===== config.mk =====
export PLATFORM = sky130hd
export DESIGN_NAME = aibnd_avmm2_rsp
export DESIGN_NICKNAME = d
export VERILOG_FILES = /design/src/rtl/aibnd_avmm2_pkg.sv /design/src/rtl/aibnd_avmm2_txser.sv /design/src/rtl/aibnd_avmm2_rsp.sv
export SDC_FILE = /design/constraint.sdc
export NUM_CORES = 1
export LEC_CHECK = 0
export ABC_CLOCK_PERIOD_IN_PS = 2470
export BUFFER_PORTS_ARGS = -buffer_cell sky130_fd_sc_hd__buf_2
export CAP_MARGIN = 40
export CORE_ASPECT_RATIO = 1.25
export CORE_MARGIN = 2
export CORE_UTILIZATION = 53
export CTS_BUF_LIST = sky130_fd_sc_hd__clkbuf_8
export CTS_CLUSTER_DIAMETER = 120
export DETAILED_ROUTE_END_ITERATION = 16
export MAX_ROUTING_LAYER = met4
export PLACE_DENSITY = 0.83
export SYNTH_ARGS = -nofsm -noshare
export SYNTH_HDL_FRONTEND = slang
export SYNTH_SLANG_ARGS = --single-unit

===== constraint.sdc =====
create_clock -name avmm_clk -period 2.47 [get_ports avmm_clk]
set_input_delay 0.494 -clock avmm_clk [delete_from_list [all_inputs] [get_ports avmm_clk]]
set_output_delay 0.494 -clock avmm_clk [all_outputs]
set_load 0.05 [all_outputs]

===== src/rtl/aibnd_avmm2_pkg.sv =====
// aibnd_avmm2_pkg: shared states, frame constants, status type and parity helper for the AVMM2 responder
package aibnd_avmm2_pkg;
  typedef enum logic [3:0] {
    IDLE, RX_CMD, RX_ADDR, RX_DATA, RX_PAR, BUS_REQ, BUS_RD, TX_START, TX_STAT, TX_DATA, TX_PAR
  } state_t;
  localparam logic [1:0] RX_START     = 2'b11;
  localparam logic [3:0] TX_START_NIB = 4'hF;
  localparam logic [3:0] TX_IDLE_NIB  = 4'h0;
  typedef struct packed {
    logic perr;
    logic tmo;
    logic is_read;
  } status_t;
  function automatic logic par_upd(input logic acc, input logic [1:0] sym);
    return acc ^ sym[1] ^ sym[0];
  endfunction
endpackage


===== src/rtl/aibnd_avmm2_txser.sv =====
// aibnd_avmm2_txser: registered nibble serializer driving the two TX pads
module aibnd_avmm2_txser import aibnd_avmm2_pkg::*; #(
  parameter int DATA_W = 32
) (
  input  logic              clk,
  input  logic              rst,
  input  logic              load_i,
  input  logic              shift_i,
  input  logic [3:0]        nib_i,
  input  logic [DATA_W-1:0] data_i,
  output logic [1:0]        idat0_o,
  output logic [1:0]        idat1_o,
  output logic              last_o
);
  localparam int NN = DATA_W / 4;
  localparam int CW = $clog2(NN + 1);
  logic [DATA_W-1:0] sh_q;
  logic [3:0]        nib_q;
  logic [CW-1:0]     cnt_q;
  always_ff @(posedge clk) begin
    if (rst) begin
      sh_q  <= '0;
      nib_q <= TX_IDLE_NIB;
      cnt_q <= '0;
    end else if (load_i) begin
      sh_q  <= data_i >> 4;
      nib_q <= data_i[3:0];
      cnt_q <= '0;
    end else if (shift_i) begin
      sh_q  <= sh_q >> 4;
      nib_q <= sh_q[3:0];
      cnt_q <= cnt_q + 1'b1;
    end else begin
      nib_q <= nib_i;
    end
  end
  assign last_o  = cnt_q == CW'(NN - 1);
  assign idat0_o = {nib_q[2], nib_q[0]};
  assign idat1_o = {nib_q[3], nib_q[1]};
endmodule


===== src/rtl/aibnd_avmm2_rsp.sv =====
// aibnd_avmm2_rsp: AVMM2 responder; RX command frames -> single Avalon-MM access -> TX response frame
module aibnd_avmm2_rsp import aibnd_avmm2_pkg::*; #(
  parameter int ADDR_W      = 10,
  parameter int DATA_W      = 32,
  parameter int TIMEOUT_CYC = 255
) (
  input  logic              avmm_clk,
  input  logic              avmm_sync_rst,
  input  logic              avmm2_odat0,
  input  logic              avmm2_odat1,
  output logic [1:0]        avmm2_idat0,
  output logic [1:0]        avmm2_idat1,
  output logic              tx_active,
  output logic [ADDR_W-1:0] m_addr,
  output logic              m_write,
  output logic              m_read,
  output logic [DATA_W-1:0] m_wdata,
  input  logic              m_waitrequest,
  input  logic [DATA_W-1:0] m_rdata,
  input  logic              m_rdatavalid,
  output logic [7:0]        drop_cnt
);
  state_t            state_q, state_d;
  logic [15:0]       cnt_q;
  logic              is_wr_q, par_q, m_write_q, m_read_q, tx_active_q;
  logic [ADDR_W-1:0] addr_q;
  logic [DATA_W-1:0] wdata_q, rdata_q;
  status_t           stat_q;
  logic [7:0]        drop_q;
  logic [1:0]        sym;
  logic              tmo_hit, rd_cap, tmo_ev, tx_last, tx_load, tx_shift;
  logic [3:0]        tx_nib;
  assign sym     = {avmm2_odat1, avmm2_odat0};
  assign tmo_hit = cnt_q == 16'(TIMEOUT_CYC - 1);
  assign rd_cap  = m_rdatavalid && !is_wr_q && (state_q == BUS_RD || (state_q == BUS_REQ && !m_waitrequest));
  assign tmo_ev  = tmo_hit && (state_q == BUS_REQ ? m_waitrequest : state_q == BUS_RD && !m_rdatavalid);
  always_comb begin
    state_d = state_q;
    case (state_q)
      IDLE:     state_d = sym == RX_START ? RX_CMD : IDLE;
      RX_CMD:   state_d = RX_ADDR;
      RX_ADDR:  state_d = cnt_q == 16'(ADDR_W/2 - 1) ? (is_wr_q ? RX_DATA : RX_PAR) : RX_ADDR;
      RX_DATA:  state_d = cnt_q == 16'(DATA_W/2 - 1) ? RX_PAR : RX_DATA;
      RX_PAR:   state_d = avmm2_odat0 == par_q ? BUS_REQ : TX_START;
      BUS_REQ:  state_d = !m_waitrequest ? ((is_wr_q || m_rdatavalid) ? TX_START : BUS_RD)
                                         : (tmo_hit ? TX_START : BUS_REQ);
      BUS_RD:   state_d = (m_rdatavalid || tmo_hit) ? TX_START : BUS_RD;
      TX_START: state_d = TX_STAT;
      TX_STAT:  state_d = stat_q.is_read ? TX_DATA : TX_PAR;
      TX_DATA:  state_d = tx_last ? TX_PAR : TX_DATA;
      TX_PAR:   state_d = IDLE;
      default:  state_d = IDLE;
    endcase
  end
  // Serializer commands describe the nibble that will be on the pads next cycle
  assign tx_load  = state_q == TX_STAT && state_d == TX_DATA;
  assign tx_shift = state_q == TX_DATA && state_d == TX_DATA;
  assign tx_nib   = state_d == TX_START ? TX_START_NIB :
                    state_d == TX_STAT  ? {1'b0, stat_q} :
                    state_d == TX_PAR   ? {3'b0, ^{stat_q, rdata_q}} : TX_IDLE_NIB;
  always_ff @(posedge avmm_clk) begin
    if (avmm_sync_rst) begin
      state_q     <= IDLE;
      cnt_q       <= '0;
      is_wr_q     <= 1'b0;
      par_q       <= 1'b0;
      addr_q      <= '0;
      wdata_q     <= '0;
      rdata_q     <= '0;
      stat_q      <= '0;
      m_write_q   <= 1'b0;
      m_read_q    <= 1'b0;
      tx_active_q <= 1'b0;
      drop_q      <= '0;
    end else begin
      state_q <= state_d;
      // The timeout keeps counting across BUS_REQ -> BUS_RD
      cnt_q   <= (state_d != state_q && !(state_q == BUS_REQ && state_d == BUS_RD)) ? '0 : cnt_q + 16'd1;
      if (state_q == IDLE && state_d == RX_CMD) begin
        rdata_q <= '0;
        stat_q  <= '0;
      end
      if (state_q == RX_CMD) begin
        is_wr_q        <= avmm2_odat0;
        par_q          <= par_upd(1'b0, sym);
        stat_q.is_read <= !avmm2_odat0;
      end
      if (state_q == RX_ADDR) begin
        addr_q <= ADDR_W'({sym, addr_q} >> 2);
        par_q  <= par_upd(par_q, sym);
      end
      if (state_q == RX_DATA) begin
        wdata_q <= DATA_W'({sym, wdata_q} >> 2);
        par_q   <= par_upd(par_q, sym);
      end
      if (state_q == RX_PAR && state_d == TX_START) stat_q.perr <= 1'b1;
      if (rd_cap) rdata_q <= m_rdata;
      if (tmo_ev) stat_q.tmo <= 1'b1;
      m_write_q   <= state_d == BUS_REQ && is_wr_q;
      m_read_q    <= state_d == BUS_REQ && !is_wr_q;
      tx_active_q <= state_d inside {TX_START, TX_STAT, TX_DATA, TX_PAR};
      if (sym == RX_START && state_q inside {BUS_REQ, BUS_RD, TX_START, TX_STAT, TX_DATA, TX_PAR} && drop_q != 8'hFF)
        drop_q <= drop_q + 8'd1;
    end
  end
  aibnd_avmm2_txser #(.DATA_W(DATA_W)) u_txser (
    .clk     (avmm_clk),
    .rst     (avmm_sync_rst),
    .load_i  (tx_load),
    .shift_i (tx_shift),
    .nib_i   (tx_nib),
    .data_i  (rdata_q),
    .idat0_o (avmm2_idat0),
    .idat1_o (avmm2_idat1),
    .last_o  (tx_last)
  );
  assign tx_active = tx_active_q;
  assign m_addr    = addr_q;
  assign m_write   = m_write_q;
  assign m_read    = m_read_q;
  assign m_wdata   = wdata_q;
  assign drop_cnt  = drop_q;
endmodule


==> results.toml, run 1 <==
[run]
drv_cap = 0

[worst_setup_path]
path_buf_inv = 1
crit_arrival_ps = 2750
crit_required_ps = 2860
crit_type = "flop to flop"
critPathMaxStageDelay_ps = 460
path_cells = "buf_4 -> nor2b_1 -> a22oi_1 -> o31ai_1 -> or3_1 -> nand3_1 -> a21oi_1"
cp-end-kind = "flop"
cpLargestDelayFamily = "simple AND/OR/NAND/NOR gates"
startpoint_type = "flop"
crit_slowest_cell = "dfxtp_2"
critPathMaxFanout = 11

[pwr]
fin_total_pwr_mw = 4.67
sw_frac_of_total_pct = 22.4
p_leak_nw = 2.80
sequentialPowerShare_pct = 50.8
switchingPower_mw = 1.05
ir_worst_vdd_mv = 0.428
combPwrFrac_pct = 5.5
clkPwrFrac_pct = 43.7
p_per_area_mw_per_mm2 = 608
p_int_mw = 3.63

[grt]
grt_max_degree = 59
overflow = 0
grt_pass1_vias = 5323
antenna_found_initial = 0
grt_pass1_wl_mm = 25.3
grtUsageTotal_pct = 25.0

[clock_tree]
clk_pin_slew_ps = 80
cts-root-buf = "clkbuf_8"
numCtsBuffers = 17
cts_hold_buffers = 0
h-tree-depth = 4
cts_tree = "yes"
clk_latency_ps = 460
cts.sinks = 146
clock_path_buffers = 2

[detailed_routing]
via_count = 5626
wl_per_cell_um = 15.0
dr.pass1.iters = 5
drtIter0Drc = 249
vias_per_cell = 5.48
top_layer_used = "met4"
wl_met3_um = 540
routed-wl-met2_mm = 7.90
wl_met1_mm = 6.42
drt_drc_violations_left = 0
drt-total-wl_mm = 15.4
antenna_left = 0

[placed_design]
dp_cells = 996
dp_hpwl_mm = 10.3
port_buffers = 94
globalplace.congestion = 1.01

[timing]
slew-limit-headroom_pct = 60.8
finalCriticalPeriod_ps = 2360
setup_viol = 0
fin_skew_ps = 10.1
worstMarginPinSlew_ps = 588
tns_ps = 0
fmax_mhz = 423
whs_ps = 263
finalCritPeriodShare_pct = 95.6
final_hold_viol_count = 0
maxSlewViolCount = 0

[synthesis]
synth_area_sq_mm = 0.00647
yosysTopAreaCell = "dfxtp_1"
synth_warnings = 0
synth_top_area_share_pct = 45.2
synth_enable_flop_cells = 0
synth_cell_types = 59
syn_nets = 799
synth.ff_latch_count = 146
synth_area_leaders = "dfxtp_1, nand2_1, a21oi_1"
syn-instance-count = 755
seq_area_frac_synth_pct = 45.2
async_flop_share_pct = 0
synth-main-ff-cell = "dfxtp_1"
synth.avg_cell_area_sq_um = 8.57

[finish]
utilization_pct = 63.8
regArea_sq_mm = 0.00293
area_delta_synth_final_pct = 18.8
antenna_cells = 0
multi_input_area_sq_mm = 0.00335
fin_cells = 1027
nFillCells = 1036
finalNetCount = 895
drive_gt1_share_pct = 21.1

[floorplan]
num_rows = 45
die_area_sq_mm = 0.0131
num_io_pins = 95
die_h_um = 128
die_x_um = 103
initial_core_util_pct = 53.7
core_sq_mm = 0.0120

[hold_path]
worstHoldPathType = "input pin to flop"

[status]
status = "complete, no violations"
## layout by cell type (no fill, tap or decap), drive strengths merged, types with 2 or more instances in the layout
cell type and count:
dfxtp 146, nand2 139, buf 127, a21oi 101, nor2 52, nand3 45, xnor2 36, mux2i 25
a211oi 25, xor2 22, clkbuf 20, nand4 10, nor3 10, inv 9, a22oi 7, nand2b 6
and2 6, ha 6, o21ai 6, nor4 6, and3 5, or3 5, bufinv 4, nor2b 3
o31ai 3, nor4b 3, o2111ai 3, and3b 2, and4 2, o22ai 2, a222oi 2, o31a 2
a32oi 2, clkinv 2
## cell type report
type,count,area share [%]
tap,164,2.67
clock buffer,20,3.58
multi-input combinational,554,43.6
inverter,5,0.244
clock inverter,11,2.10
sequential,146,38.1
timing repair buffer,127,9.80
## power by group through the flow
stage / Combinational [mW] / Clock (mW) / Sequential [mW]
2_1_floorplan: 0.144 / 0 / 2.43
3_3_place_gp: 0.250 / 0 / 2.43
3_5_place_dp: 0.252 / 0 / 2.43
4_1_cts: 0.253 / 2.09 / 2.37
5_1_grt: 0.282 / 2.16 / 2.37
6_report: 0.257 / 2.04 / 2.37
## synth_stat cells (all sizes together) (7+ instances only)
cell    number
a211oi      25
a21oi      101
a22oi        7
buf          9
clkbuf      41
dfxtp      146
mux2i       25
nand2      139
nand3       45
nand4       10
nor2        52
nor3        10
xnor2       36
xor2        22
## worst reg2reg max path: stages (launching register included)
cell and delay (ps):
dfxtp_2 460, buf_4 210, nor2b_1 410, a22oi_1 150, o31ai_1 420, or3_1 230
nand3_1 200, a21oi_1 210
## sequential cells by signal, indices dropped and copies added, names as in the netlist
register       cells
cnt_q             16
drop_cnt           8
is_wr_q            1
m_addr            10
m_read             1
m_wdata           32
m_write            1
par_q              1
rdata_q           32
stat_q             3
state_q            4
tx_active          1
u_txser.cnt_q      4
u_txser.nib_q      4
u_txser.sh_q      28
## kinds of logic after synthesis
| family | count (synthesis) | synth area share [%] |
|---|---|---|
| multiplexers | 25 | 3.87 |
| flip-flops | 146 | 45.2 |
| AO/OA/AOI/OAI | 161 | 15.5 |
| AND/OR/NAND/NOR | 303 | 22.5 |
| buffers and inverters | 55 | 3.62 |
| XOR/XNOR | 59 | 8.20 |
| adder cells (fa/ha/maj) | 6 | 1.16 |
## layer usage
layer,vias up,track usage [%]
met2,122,40.3
met5,-,-
li1,2815,-
met4,0,12.8
met3,42,4.92
met1,2647,29.4
## worst paths after layout
path	startpoint	end	slack, ps	depth (start not counted)
max reg2reg	state_q[0]	u_txser.nib_q[3]	110	7
min	m_rdata[13]	rdata_q[13]	260	3
min reg2reg	m_wdata[0]	m_wdata[0]	450	2
max	state_q[0]	u_txser.nib_q[3]	110	7
## through the flow
step	area [sq um]	worst slack [ps]
final	7690	109
after global routing	7690	-29.3
after CTS	7660	37.4
after detailed placement	7220	49.3
after global placement	7220	88.7
after floorplan	6470	138
## timing repair
item                                    CTS  global route
resized for setup                         0             9
endpoints found under the setup margin    0            19
setup buffers                             0             0
(Power assumes the default switching activity.)
==> inputs of run 2 (changes only) <==
ABC_CLOCK_PERIOD_IN_PS = 2900   (was 2470)
CORE_UTILIZATION = 60   (was 53)
PLACE_DENSITY = 0.89   (was 0.83)
clock period = 2.9 ns   (was 2.47 ns; I/O delays follow)
==> results.toml, run 2 (same netlist as run 1, synthesis figures left out) <==
[timing]
finalCritPeriodShare_pct = 94.6
fmax_mhz = 365
setup_viol = 0
whs_ps = 351
final_hold_viol_count = 0
worstMarginPinSlew_ps = 778
rsz0062_at_grt = "false"
maxSlewViolCount = 0
fin_skew_ps = 14.6
tns_ps = 0
finalCriticalPeriod_ps = 2740
slew-limit-headroom_pct = 48.1

[detailed_routing]
drtIter0Drc = 386
drt-total-wl_mm = 15.8
dr.pass1.iters = 9
vias_per_cell = 5.95
wl_per_cell_um = 16.1
drt_drc_violations_left = 0
antenna_left = 0
via_count = 5840

[floorplan]
die_area_sq_mm = 0.0116
initial_core_util_pct = 61.3
core_sq_mm = 0.0106
die_h_um = 120
num_rows = 42
die_x_um = 96.9
num_io_pins = 95

[clock_tree]
numCtsBuffers = 17
clk_pin_slew_ps = 90
cts_tree = "yes"
clk_latency_ps = 460
h-tree-depth = 4
cts-root-buf = "clkbuf_8"
cts_hold_buffers = 0
clock_path_buffers = 2
cts.sinks = 146

[worst_setup_path]
startpoint = "cnt_q[0]"
cp-end-kind = "flop"
rr_endpoint = "cnt_q[1]"
crit_arrival_ps = 3120
startpoint_type = "flop"
reg2reg_setup_slack_ps = 160
reg2reg_depth = 7
critPathCapture = "cnt_q[1]"
crit_type = "flop to flop"
reg2reg_from = "cnt_q[0]"
critPathMaxFanout = 16
crit_required_ps = 3280

[placed_design]
port_buffers = 94
globalplace.congestion = 0.944
dp_hpwl_mm = 10.8

[grt]
grtUsageTotal_pct = 27.7
antenna_found_initial = 1
grt_max_degree = 78
grt_pass1_wl_mm = 25.7
grt_pass1_vias = 5609
overflow = 0

[pwr]
p_per_area_mw_per_mm2 = 510
p_leak_nw = 2.67
fin_total_pwr_mw = 3.79
ir_worst_vdd_mv = 0.370

[finish]
final_common_cell = "dfxtp_1"
area_delta_synth_final_pct = 14.9
finalNetCount = 879
drive_gt1_share_pct = 19.6
layout_common_cells = "dfxtp_1, nand2_1, buf_2, a21oi_1, nor2_1"

[run]
drv_cap = 0

[hold_path]
worstHoldPathType = "input pin to flop"

[status]
status = "complete, no violations"
[run 2: cell count changes in the layout (fill, tap and decap cells not counted), sizes merged]
cell	delta
buf	-16
inv	+4
bufinv	-3
clkbuf	-2
clkinv	+2
diode	+1
[run 2: what timing repair did]
item / 4_1_cts / 5_1_grt
setup endpoints to repair: 0 / 2
hold endpoints to repair: 0 / 0
resized for setup: 0 / 1
buffers inserted: 0 / 0
[run 2: per-stage QoR]
step / worst slack [ps] / std cells / utilization [%] / cell area, sq um
detailed placement: 148 / 948 / 66.6 / 7040
global route: 15.0 / 981 / 70.4 / 7430
global placement: 242 / 948 / 66.6 / 7040
CTS: 112 / 980 / 70.4 / 7430
finish: 158 / 981 / 70.4 / 7430
floorplan: 568 / 755 / - / 6470
[run 2: layer usage]
layer / vias up / wire length, um / track usage [%]
met5: - / 0 / -
met4: 0 / 616 / 14.4
met3: 59 / 885 / 5.65
met2: 223 / 8190 / 47.8
met1: 2771 / 6120 / 30.1
li1: 2787 / - / -
[run 2: how the worst min path moves through the flow]
stage                      from  cells after the start     endpoint  slack, ps
floorplan              cnt_q[0]                      1     cnt_q[0]        440
global placement     m_wdata[1]                      2   m_wdata[1]        440
detailed placement   m_wdata[0]                      2   m_wdata[0]        450
CTS                 m_rdata[15]                      3  rdata_q[15]        350
global route        m_rdata[21]                      3  rdata_q[21]        340
finish              m_rdata[25]                      3  rdata_q[25]        350
[run 2: where the power goes]
group / leakage [nW] / switching [mW] / total (mW) / internal [mW]
Clock: 0.199 / 0.843 / 1.57 / 0.730
Combinational: 1.29 / 0.127 / 0.194 / 0.0672
Sequential: 1.18 / 0.0119 / 2.02 / 2.01
[run 2: worst max-delay path, stage by stage (launching register included)]
cell,delay [ps]
dfxtp_1,380
ha_1,210
and3_1,380
nand4_4,180
a32o_1,280
or3_4,370
or3_2,650
a21boi_0,220
[run 2: cell type report]
class                      count  area (sq um)
multi-input combinational    554          3330
fill                         790          3130
sequential                   146          2920
timing repair buffer         111           601
clock buffer                  18           248
tap                          132           165
clock inverter                14           144
inverter                       5          18.8
antenna                        1          2.50
==> inputs of run 3 (changes only) <==
CTS_BUF_LIST = sky130_fd_sc_hd__clkbuf_16   (was sky130_fd_sc_hd__clkbuf_8)
==> results.toml, run 3 (same netlist as run 1, synthesis figures left out) <==
[status]
status = "complete, no violations"

[placed_design]
place_area_sq_mm = 0.00704
globalplace.congestion = 0.944
port_buffers = 94
dp_hpwl_mm = 10.8

[worst_setup_path]
critPathMaxFanout = 16
critPathCapture = "cnt_q[1]"
path_buf_inv = 0
cpLargestDelayFamily = "simple AND/OR/NAND/NOR gates"
crit_arrival_ps = 3100
cp.depth = 7
cp-end-kind = "flop"
reg2reg_setup_slack_ps = 160
reg2reg_from = "cnt_q[0]"
reg2reg_depth = 7
rr_endpoint = "cnt_q[1]"
crit_type = "flop to flop"
path_cells = "ha_1 -> and3_1 -> nand4_4 -> a32o_1 -> or3_4 -> or3_2 -> a21boi_0"
critPathMaxStageDelay_ps = 640
crit_required_ps = 3250
crit_slowest_cell = "or3_2"
startpoint_type = "flop"
startpoint = "cnt_q[0]"

[hold_path]
min_from = "m_rdata[15]"
worstHoldPathType = "input pin to flop"

[clock_tree]
cts_tree = "yes"
h-tree-depth = 4
clk_latency_ps = 430
cts.sinks = 146
clock_path_buffers = 2
cts-root-buf = "clkbuf_16"
numCtsBuffers = 17
clk_pin_slew_ps = 60
cts_hold_buffers = 0

[grt]
grt_pass1_wl_mm = 26.1
overflow = 0
grt_max_degree = 78
grt_pass1_vias = 5685
antenna_found_initial = 0
grtUsageTotal_pct = 28.1

[floorplan]
die_h_um = 120
die_x_um = 96.9
core_sq_mm = 0.0106
num_io_pins = 95
initial_core_util_pct = 61.3
num_rows = 42
die_area_sq_mm = 0.0116

[detailed_routing]
wl_met1_mm = 6.21
routed-wl-met2_mm = 8.40
wl_per_cell_um = 16.5
antenna_left = 0
drtIter0Drc = 444
drt_drc_violations_left = 0
dr.pass1.iters = 5
via_count = 5850
vias_per_cell = 5.97
wl_met3_um = 901
drt-total-wl_mm = 16.2
top_layer_used = "met4"

[timing]
fmax_mhz = 364
final_hold_viol_count = 0
whs_ps = 389
tns_ps = 0
finalCriticalPeriod_ps = 2740
worstMarginPinSlew_ps = 793
fin_skew_ps = 8.12
finalCritPeriodShare_pct = 94.6
slew-limit-headroom_pct = 47.1
setup_viol = 0
maxSlewViolCount = 0
rsz0062_at_grt = "false"

[finish]
antenna_cells = 0
utilization_pct = 72.1
finalNetCount = 879
final_common_cell = "dfxtp_1"
design_area_sq_mm = 0.00761
area_delta_synth_final_pct = 17.7
drive_gt1_share_pct = 19.5
regArea_sq_mm = 0.00292
layout_common_cells = "dfxtp_1, nand2_1, buf_2, a21oi_1, nor2_1"
nFillCells = 754
multi_input_area_sq_mm = 0.00333

[pwr]
fin_total_pwr_mw = 4.34
p_per_area_mw_per_mm2 = 570
ir_worst_vdd_mv = 0.357
p_leak_nw = 2.75

[run]
drv_cap = 0
run 3: how the worst min path moves through the flow:
| stage | slack [ps] | depth (start not counted) | endpoint |
|---|---|---|---|
| after floorplan | 440 | 1 | cnt_q[0] |
| after global placement | 440 | 2 | m_wdata[1] |
| after detailed placement | 450 | 2 | m_wdata[0] |
| after CTS | 380 | 3 | rdata_q[15] |
| after global routing | 390 | 3 | rdata_q[21] |
| final | 390 | 3 | rdata_q[15] |
run 3: cell type report:
cell class,instances,share of cell area [%]
clock buffer,17,5.59
clock inverter,15,1.94
inverter,5,0.247
multi-input combinational,554,43.8
sequential,146,38.4
tap,132,2.17
timing repair buffer,111,7.89
run 3: metal layers:
metal,GRT usage [%],up-vias
met2,48.7,220
met4,15.5,0
met1,30.0,2772
met3,5.94,67
li1,-,2791
met5,-,-
run 3: worst reg2reg max path, stage by stage, from the launching register on:
cell	delay [ps]
dfxtp_1	380
ha_1	220
and3_1	380
nand4_4	180
a32o_1	290
or3_4	370
or3_2	640
a21boi_0	220
run 3: per-stage QoR:
stage	cells	setup WS, ps
final	980	156
after global routing	980	37.0
after global placement	948	242
after floorplan	755	568
after CTS	980	125
after detailed placement	948	148
run 3: repair_timing:
action | CTS | global route
endpoints found under the hold margin | 0 | 0
setup endpoints to repair | 0 | 1
setup buffers | 0 | 0
resized for setup | 0 | 1
run 3: report_power, final:
part | internal (mW) | switching, mW
combinational | 0.0672 | 0.128
clock | 1.21 | 0.914
sequential | 2.01 | 0.0121
